--- src/rtl/opb_status_bank.sv ---
// opb_status_bank: OPB slave with per-channel snapshot, sticky-OR and saturating event-count registers.
// Read data is registered into the ack cycle; writes land at the edge that closes the ack cycle.
module opb_status_bank #(
    parameter logic [31:0] C_BASEADDR = 32'h01008100,
    parameter logic [31:0] C_HIGHADDR = 32'h010081FF,
    parameter int          C_NUM_CH   = 4,
    parameter int          C_USER_DW  = 32
) (
    input  logic                            OPB_Clk,
    input  logic                            OPB_Rst,
    input  logic [0:31]                     OPB_ABus,
    input  logic [0:3]                      OPB_BE,
    input  logic [0:31]                     OPB_DBus,
    input  logic                            OPB_RNW,
    input  logic                            OPB_select,
    input  logic                            OPB_seqAddr,
    output logic [0:31]                     Sl_DBus,
    output logic                            Sl_xferAck,
    output logic                            Sl_errAck,
    output logic                            Sl_retry,
    output logic                            Sl_toutSup,
    input  logic [C_NUM_CH*C_USER_DW-1:0]   user_data_in,
    input  logic [C_NUM_CH-1:0]             user_valid
);
    logic [31:0]          w_addr, w_wdata, w_off, w_rdata;
    logic [27:0]          w_blk;
    logic [3:0]           w_sub;
    logic                 w_hit, w_wr, w_wr_ctrl, w_snap_now, w_clr_all, w_unused;
    logic                 r_ack, r_auto;
    logic [31:0]          r_dbus;
    logic [C_USER_DW-1:0] r_live [C_NUM_CH];
    logic [C_USER_DW-1:0] r_snap [C_NUM_CH];
    logic [C_USER_DW-1:0] r_sticky [C_NUM_CH];
    logic [C_USER_DW-1:0] w_ch [C_NUM_CH];
    logic [C_USER_DW-1:0] w_clr [C_NUM_CH];
    logic [C_USER_DW-1:0] w_sticky_nxt [C_NUM_CH];
    logic [31:0]          r_count [C_NUM_CH];
    logic [31:0]          w_count_nxt [C_NUM_CH];

    // Bus vectors are big-endian indexed, so numeric value equals register value.
    assign w_addr     = OPB_ABus;
    assign w_wdata    = OPB_DBus;
    assign w_off      = w_addr - C_BASEADDR;
    assign w_blk      = w_off[31:4];
    assign w_sub      = w_off[3:0];
    assign w_hit      = OPB_select && (w_addr >= C_BASEADDR) && (w_addr <= C_HIGHADDR);
    assign w_wr       = r_ack && w_hit && !OPB_RNW && (OPB_BE == 4'b1111);
    assign w_wr_ctrl  = w_wr && (w_off == 32'd0);
    assign w_snap_now = w_wr_ctrl && w_wdata[0];
    assign w_clr_all  = w_wr_ctrl && w_wdata[1];
    assign w_unused   = &{1'b0, OPB_seqAddr, w_wdata};

    assign Sl_DBus    = r_dbus;
    assign Sl_xferAck = r_ack;
    assign Sl_errAck  = 1'b0;
    assign Sl_retry   = 1'b0;
    assign Sl_toutSup = 1'b0;

    genvar g;
    generate
        for (g = 0; g < C_NUM_CH; g++) begin : g_ch
            assign w_ch[g] = user_data_in[g*C_USER_DW +: C_USER_DW];
        end
    endgenerate

    always_comb begin
        w_rdata = (w_off == 32'd0) ? {10'd0, 6'(C_USER_DW), 8'(C_NUM_CH), 5'd0, r_auto, 2'd0} : 32'd0;
        for (int i = 0; i < C_NUM_CH; i++)
            if (w_blk == 28'(i + 1))
                w_rdata = (w_sub == 4'h0) ? 32'(r_snap[i]) :
                          (w_sub == 4'h4) ? 32'(r_sticky[i]) :
                          (w_sub == 4'h8) ? r_count[i] : 32'd0;
    end

    // A clear and a same-cycle valid compose so that the new event always survives.
    always_comb begin
        for (int i = 0; i < C_NUM_CH; i++) begin
            w_clr[i] = w_clr_all ? {C_USER_DW{1'b1}} :
                       (w_wr && w_blk == 28'(i + 1) && w_sub == 4'h4) ? w_wdata[C_USER_DW-1:0] :
                       {C_USER_DW{1'b0}};
            w_sticky_nxt[i] = (r_sticky[i] & ~w_clr[i]) | (user_valid[i] ? w_ch[i] : {C_USER_DW{1'b0}});
            w_count_nxt[i] = (w_clr_all || (w_wr && w_blk == 28'(i + 1) && w_sub == 4'h8)) ? {31'd0, user_valid[i]} :
                             (user_valid[i] && r_count[i] != 32'hFFFF_FFFF) ? r_count[i] + 32'd1 : r_count[i];
        end
    end

    always_ff @(posedge OPB_Clk or posedge OPB_Rst) begin
        if (OPB_Rst) begin
            r_ack  <= 1'b0;
            r_dbus <= 32'd0;
            r_auto <= 1'b0;
            for (int i = 0; i < C_NUM_CH; i++) begin
                r_live[i]   <= '0;
                r_snap[i]   <= '0;
                r_sticky[i] <= '0;
                r_count[i]  <= '0;
            end
        end else begin
            r_ack  <= w_hit && !r_ack;
            r_dbus <= (w_hit && !r_ack) ? w_rdata : 32'd0;
            if (w_wr_ctrl)
                r_auto <= w_wdata[2];
            for (int i = 0; i < C_NUM_CH; i++) begin
                if (user_valid[i])
                    r_live[i] <= w_ch[i];
                if (r_auto || w_snap_now)
                    r_snap[i] <= r_live[i];
                r_sticky[i] <= w_sticky_nxt[i];
                r_count[i]  <= w_count_nxt[i];
            end
        end
    end
endmodule

--- config.mk ---
export PLATFORM = sky130hd
export DESIGN_NAME = opb_status_bank
export DESIGN_NICKNAME = d
export VERILOG_FILES = /design/src/rtl/opb_status_bank.sv
export SDC_FILE = /design/constraint.sdc
export NUM_CORES = 2
export LEC_CHECK = 0
export BUFFER_PORTS_ARGS = -buffer_cell sky130_fd_sc_hd__clkbuf_2
export CAP_MARGIN = 40
export CORE_ASPECT_RATIO = 0.8
export CORE_MARGIN = 2
export CORE_UTILIZATION = 43
export DETAILED_ROUTE_END_ITERATION = 12
export GPL_ROUTABILITY_DRIVEN = 0
export PLACE_DENSITY = 0.59
export SLEW_MARGIN = 20
export SYNTH_ARGS = -nofsm -noshare
export SYNTH_HDL_FRONTEND = slang
export SYNTH_SLANG_ARGS = --single-unit
--- constraint.sdc ---
create_clock -name OPB_Clk -period 23.6 [get_ports OPB_Clk]
set_input_delay 5.9 -clock OPB_Clk [delete_from_list [all_inputs] [get_ports OPB_Clk]]
set_output_delay 5.9 -clock OPB_Clk [all_outputs]
set_load 0.1 [all_outputs]
==> key figures <==
Worst setup path
  • Max incr delay on CP: ~800 ps
  • Register-to-Register Setup Slack: 20530 ps
  • CP Capture Type: flip-flop
  • Setup Crit Path Kind: in2reg
  • CP Launch Type: input port
  • CP Cell Sequence: buf_6 -> buf_4 -> or4b_2 -> nor4b_1 -> nand3_1 -> or4_2 -> buf_4 -> nor3_1 -> o21ai_0
  • Required @ worst endpoint: between 20000 and 25000 ps
  • FF-to-FF Start: r_count[0]
  • Reg2reg end: r_count[12]
  • Slowest-stage cell, CP: buf_4
  • Worst path most repeated cell: buf_4
  • Worst Reg-to-Reg Cells: 8
  • Critical Path AT: ~10000 ps
  • Crit Path Max Fanout: 61

Floorplanning
  • Die area: ~65000 µm²
  • Starting density of the core: between 40% and 50%
  • Die width: between 200 and 300 µm
  • Core area: 62600 µm²
  • IO Pins: between 200 and 250
  • Cell Rows: 82
  • Die height: 229 µm

Clock network
  • Number of setup buffers added after CTS: 0
  • Clock Sink Count: ~550
  • Htree depth: 2
  • Clk_lat worst skew: ~640 ps
  • Longest Clk Path Bufs: 3
  • CTS tree: yes
  • Hold Buf Count CTS: 0
  • Total CTS buffers: 57
  • Master cell of the clock root buffer: clkbuf_16
  • Post-CTS Resized: 0
  • Clock transition at path regs: about 70 ps

Hold path
  • Hold path cells: 1
  • HP Class: reg2reg
  • Worst Hold Path EP: r_snap[0]
  • Min-delay src: r_live[0]

Run
  • Max_cap viols: 0

Detailed routing
  • Drt via density: approximately 5.8
  • Pre-antenna DRT Iters: 5
  • Total wire length: between 80 and 90 mm
  • Routed Antenna Nets: 0
  • Routed len/inst: 23.6 µm
  • DRC viols: 0
  • Vias: around 22000
  • Initial drt markers: between 2000 and 2500

Layout
  • Layout cells sized above 1: between 10% and 20%
  • Area Growth Syn to Fin: 14.9%
  • Final #Nets: about 3100

Power and ir drop
  • VDD IR max: 0.0490 mV
  • Power per cell area: 68.3 nW/µm²
  • Pleak: ~14 nW

Timing
  • Endpoints failing hold: 0
  • Max-slew violations: 0
  • Relative slew slack: between 30% and 40%
  • Hold WS: roughly 480 ps
  • Final setup vio count: 0
  • Worst clock skew: 26.6 ps
  • RSZ-0062 raised after global routing: no
  • Fin crit period: between 9000 and 10000 ps
  • Max Fclk: 102 MHz
  • TNS Setup: 0 ps
  • Worst slew pin tran: roughly 940 ps
  • Crit share post-route: 41.5%

Placed design
  • Port Buffers: approximately 240
  • DP HPWL: 63.1 mm

Yosys
  • Post-synth top area cell: dfrtp_1
  • Register area share after synthesis: between 50% and 60%
  • Commonest register cell after synthesis: dfrtp_1
  • Avg Cell Area, Syn: 9.91 µm²
  • Post-Syn Area: approximately 27000 µm²
  • Most frequent cell after synthesis: dfrtp_1
  • Post-synth ARST share: 100%
  • Synth top cells by count: 546 x dfrtp_1, 261 x nand2_1, 256 x o21ai_0
  • EDFF count, synth: 0
  • Gate Count Post-Synth: 2744
  • Synth unique cells: 70
  • Warnings, synthesis: 0
  • Area share of the largest cell type after synthesis: 50.2%
  • Synthesized flop and latch total: between 500 and 600
  • Top post-synthesis cells by area: dfrtp_1 50%, mux2_1 5.0%, mux2i_1 4.9%, o21ai_0 4.7%, nand2_1 3.6%

Global route
  • Antenna violations before repair: 8
  • Largest net degree at the start of global routing: between 100 and 150
  • Vias in the first global route: about 22000
  • First-pass GRT wire length: 136 mm
  • GRT Total Usage: 27.1%
  • Aggregate global routing overflow: 0

Status
  • Status: complete, no violations
==> critical path: cells and delay by family <==
family / cells / cell delay (ps)
buffers and inverters: 3 / 1700
and+or+nand+nor: 5 / 2360
AOI/OAI and AO/OA: 1 / 120
==> power breakdown <==
group | switching (W) | internal, W | total [W]
registers | 0.0000412 | 0.000976 | 0.00102
clock network | 0.000383 | 0.000540 | 0.000924
logic | 0.000122 | 0.0000714 | 0.000193
total | 0.000547 | 0.00159 | 0.00213
==> final cells by class <==
type | count | area, µm²
Antenna cell | 1 | 2.50
Fill cell | 5873 | 31300
Multi-Input combinational cell | 1896 | 12400
Clock buffer | 80 | 1660
Inverter | 117 | 447
Timing Repair Buffer | 294 | 1830
Sequential cell | 546 | 13700
Tap cell | 840 | 1050
Clock inverter | 21 | 244
==> how the worst max path moves through the flow <==
| stage | startpoint | endpoint | slack (ps) | depth (start not counted) |
|---|---|---|---|---|
| floorplan | OPB_Rst | Sl_DBus[0] | 2440 | 1 |
| global placement | OPB_ABus[29] | r_sticky[32] | 13390 | 9 |
| detailed placement | OPB_ABus[29] | r_sticky[32] | 13310 | 9 |
| CTS | OPB_ABus[29] | r_sticky[32] | 13960 | 9 |
| global route | OPB_ABus[29] | r_sticky[32] | 13720 | 9 |
| finish | OPB_ABus[29] | r_sticky[32] | 13790 | 9 |
==> cells in the final DEF (no fill, tap or decap), types with 12 or more instances in the layout <==
cell	synthesis	final
and4_1	13	13
buf_4	7	44
nand2_1	261	260
mux2_2	70	70
o21ai_0	256	256
o211ai_1	17	17
mux2_1	120	120
nor2_1	219	214
xnor2_1	27	27
nor3_1	83	81
o21ai_1	12	12
clkbuf_2	0	235
a22o_1	27	27
nor4_1	21	20
and2_1	46	46
inv_1	117	116
xor2_1	85	85
mux2i_1	132	132
clkbuf_16	0	59
a31o_2	29	29
nand4_1	64	64
and3_1	40	40
dfrtp_1	546	546
o221ai_1	28	28
a21oi_1	110	110
a32o_1	31	31
nand3_1	96	95
==> registers in the layout, indices dropped and copies added (netlist names) <==
register / cells
r_auto: 1
r_sticky: 128
r_snap: 128
Sl_DBus: 32
Sl_xferAck: 1
r_live: 128
r_count: 128
==> stage by stage <==
| stage | util [%] | instance area, µm² | power, W | instances | setup slack (ps) |
|---|---|---|---|---|---|
| after floorplan | - | 27200 | 0.00114 | 2746 | 2440 |
| after global placement | 46.4 | 29000 | 0.00121 | 3678 | 13390 |
| after detailed placement | 46.7 | 29200 | 0.00122 | 3688 | 13310 |
| after CTS | 49.8 | 31100 | 0.00215 | 3789 | 13960 |
| after global routing | 49.9 | 31200 | 0.00221 | 3794 | 13720 |
| final | 49.9 | 31200 | 0.00213 | 3795 | 13790 |
==> cells by family (layout without fill, tap and decap cells) <==
logic type | Yosys count | in the layout | synth area share, %
buffers and inverters | 304 | 512 | 4.64
and+or+nand+nor | 896 | 896 | 15.8
xor gates and xnor gates | 112 | 112 | 3.61
DFF | 546 | 546 | 50.2
AOI/OAI and AO/OA | 559 | 559 | 12.7
muxes | 322 | 322 | 12.7
adders and majority gates | 4 | 4 | 0.184
other | 1 | 4 | 0.0138
==> per-layer routing <==
metal | global-route usage, % | up-vias | wire, µm
met5 | 0 | - | 73
li1 | - | 10000 | -
met2 | 41.3 | 867 | 40200
met4 | 12.7 | 12 | 4320
met1 | 37.9 | 11100 | 38900
met3 | 4.21 | 171 | 6010
No activity file was read; power rests on OpenSTA's default activity.
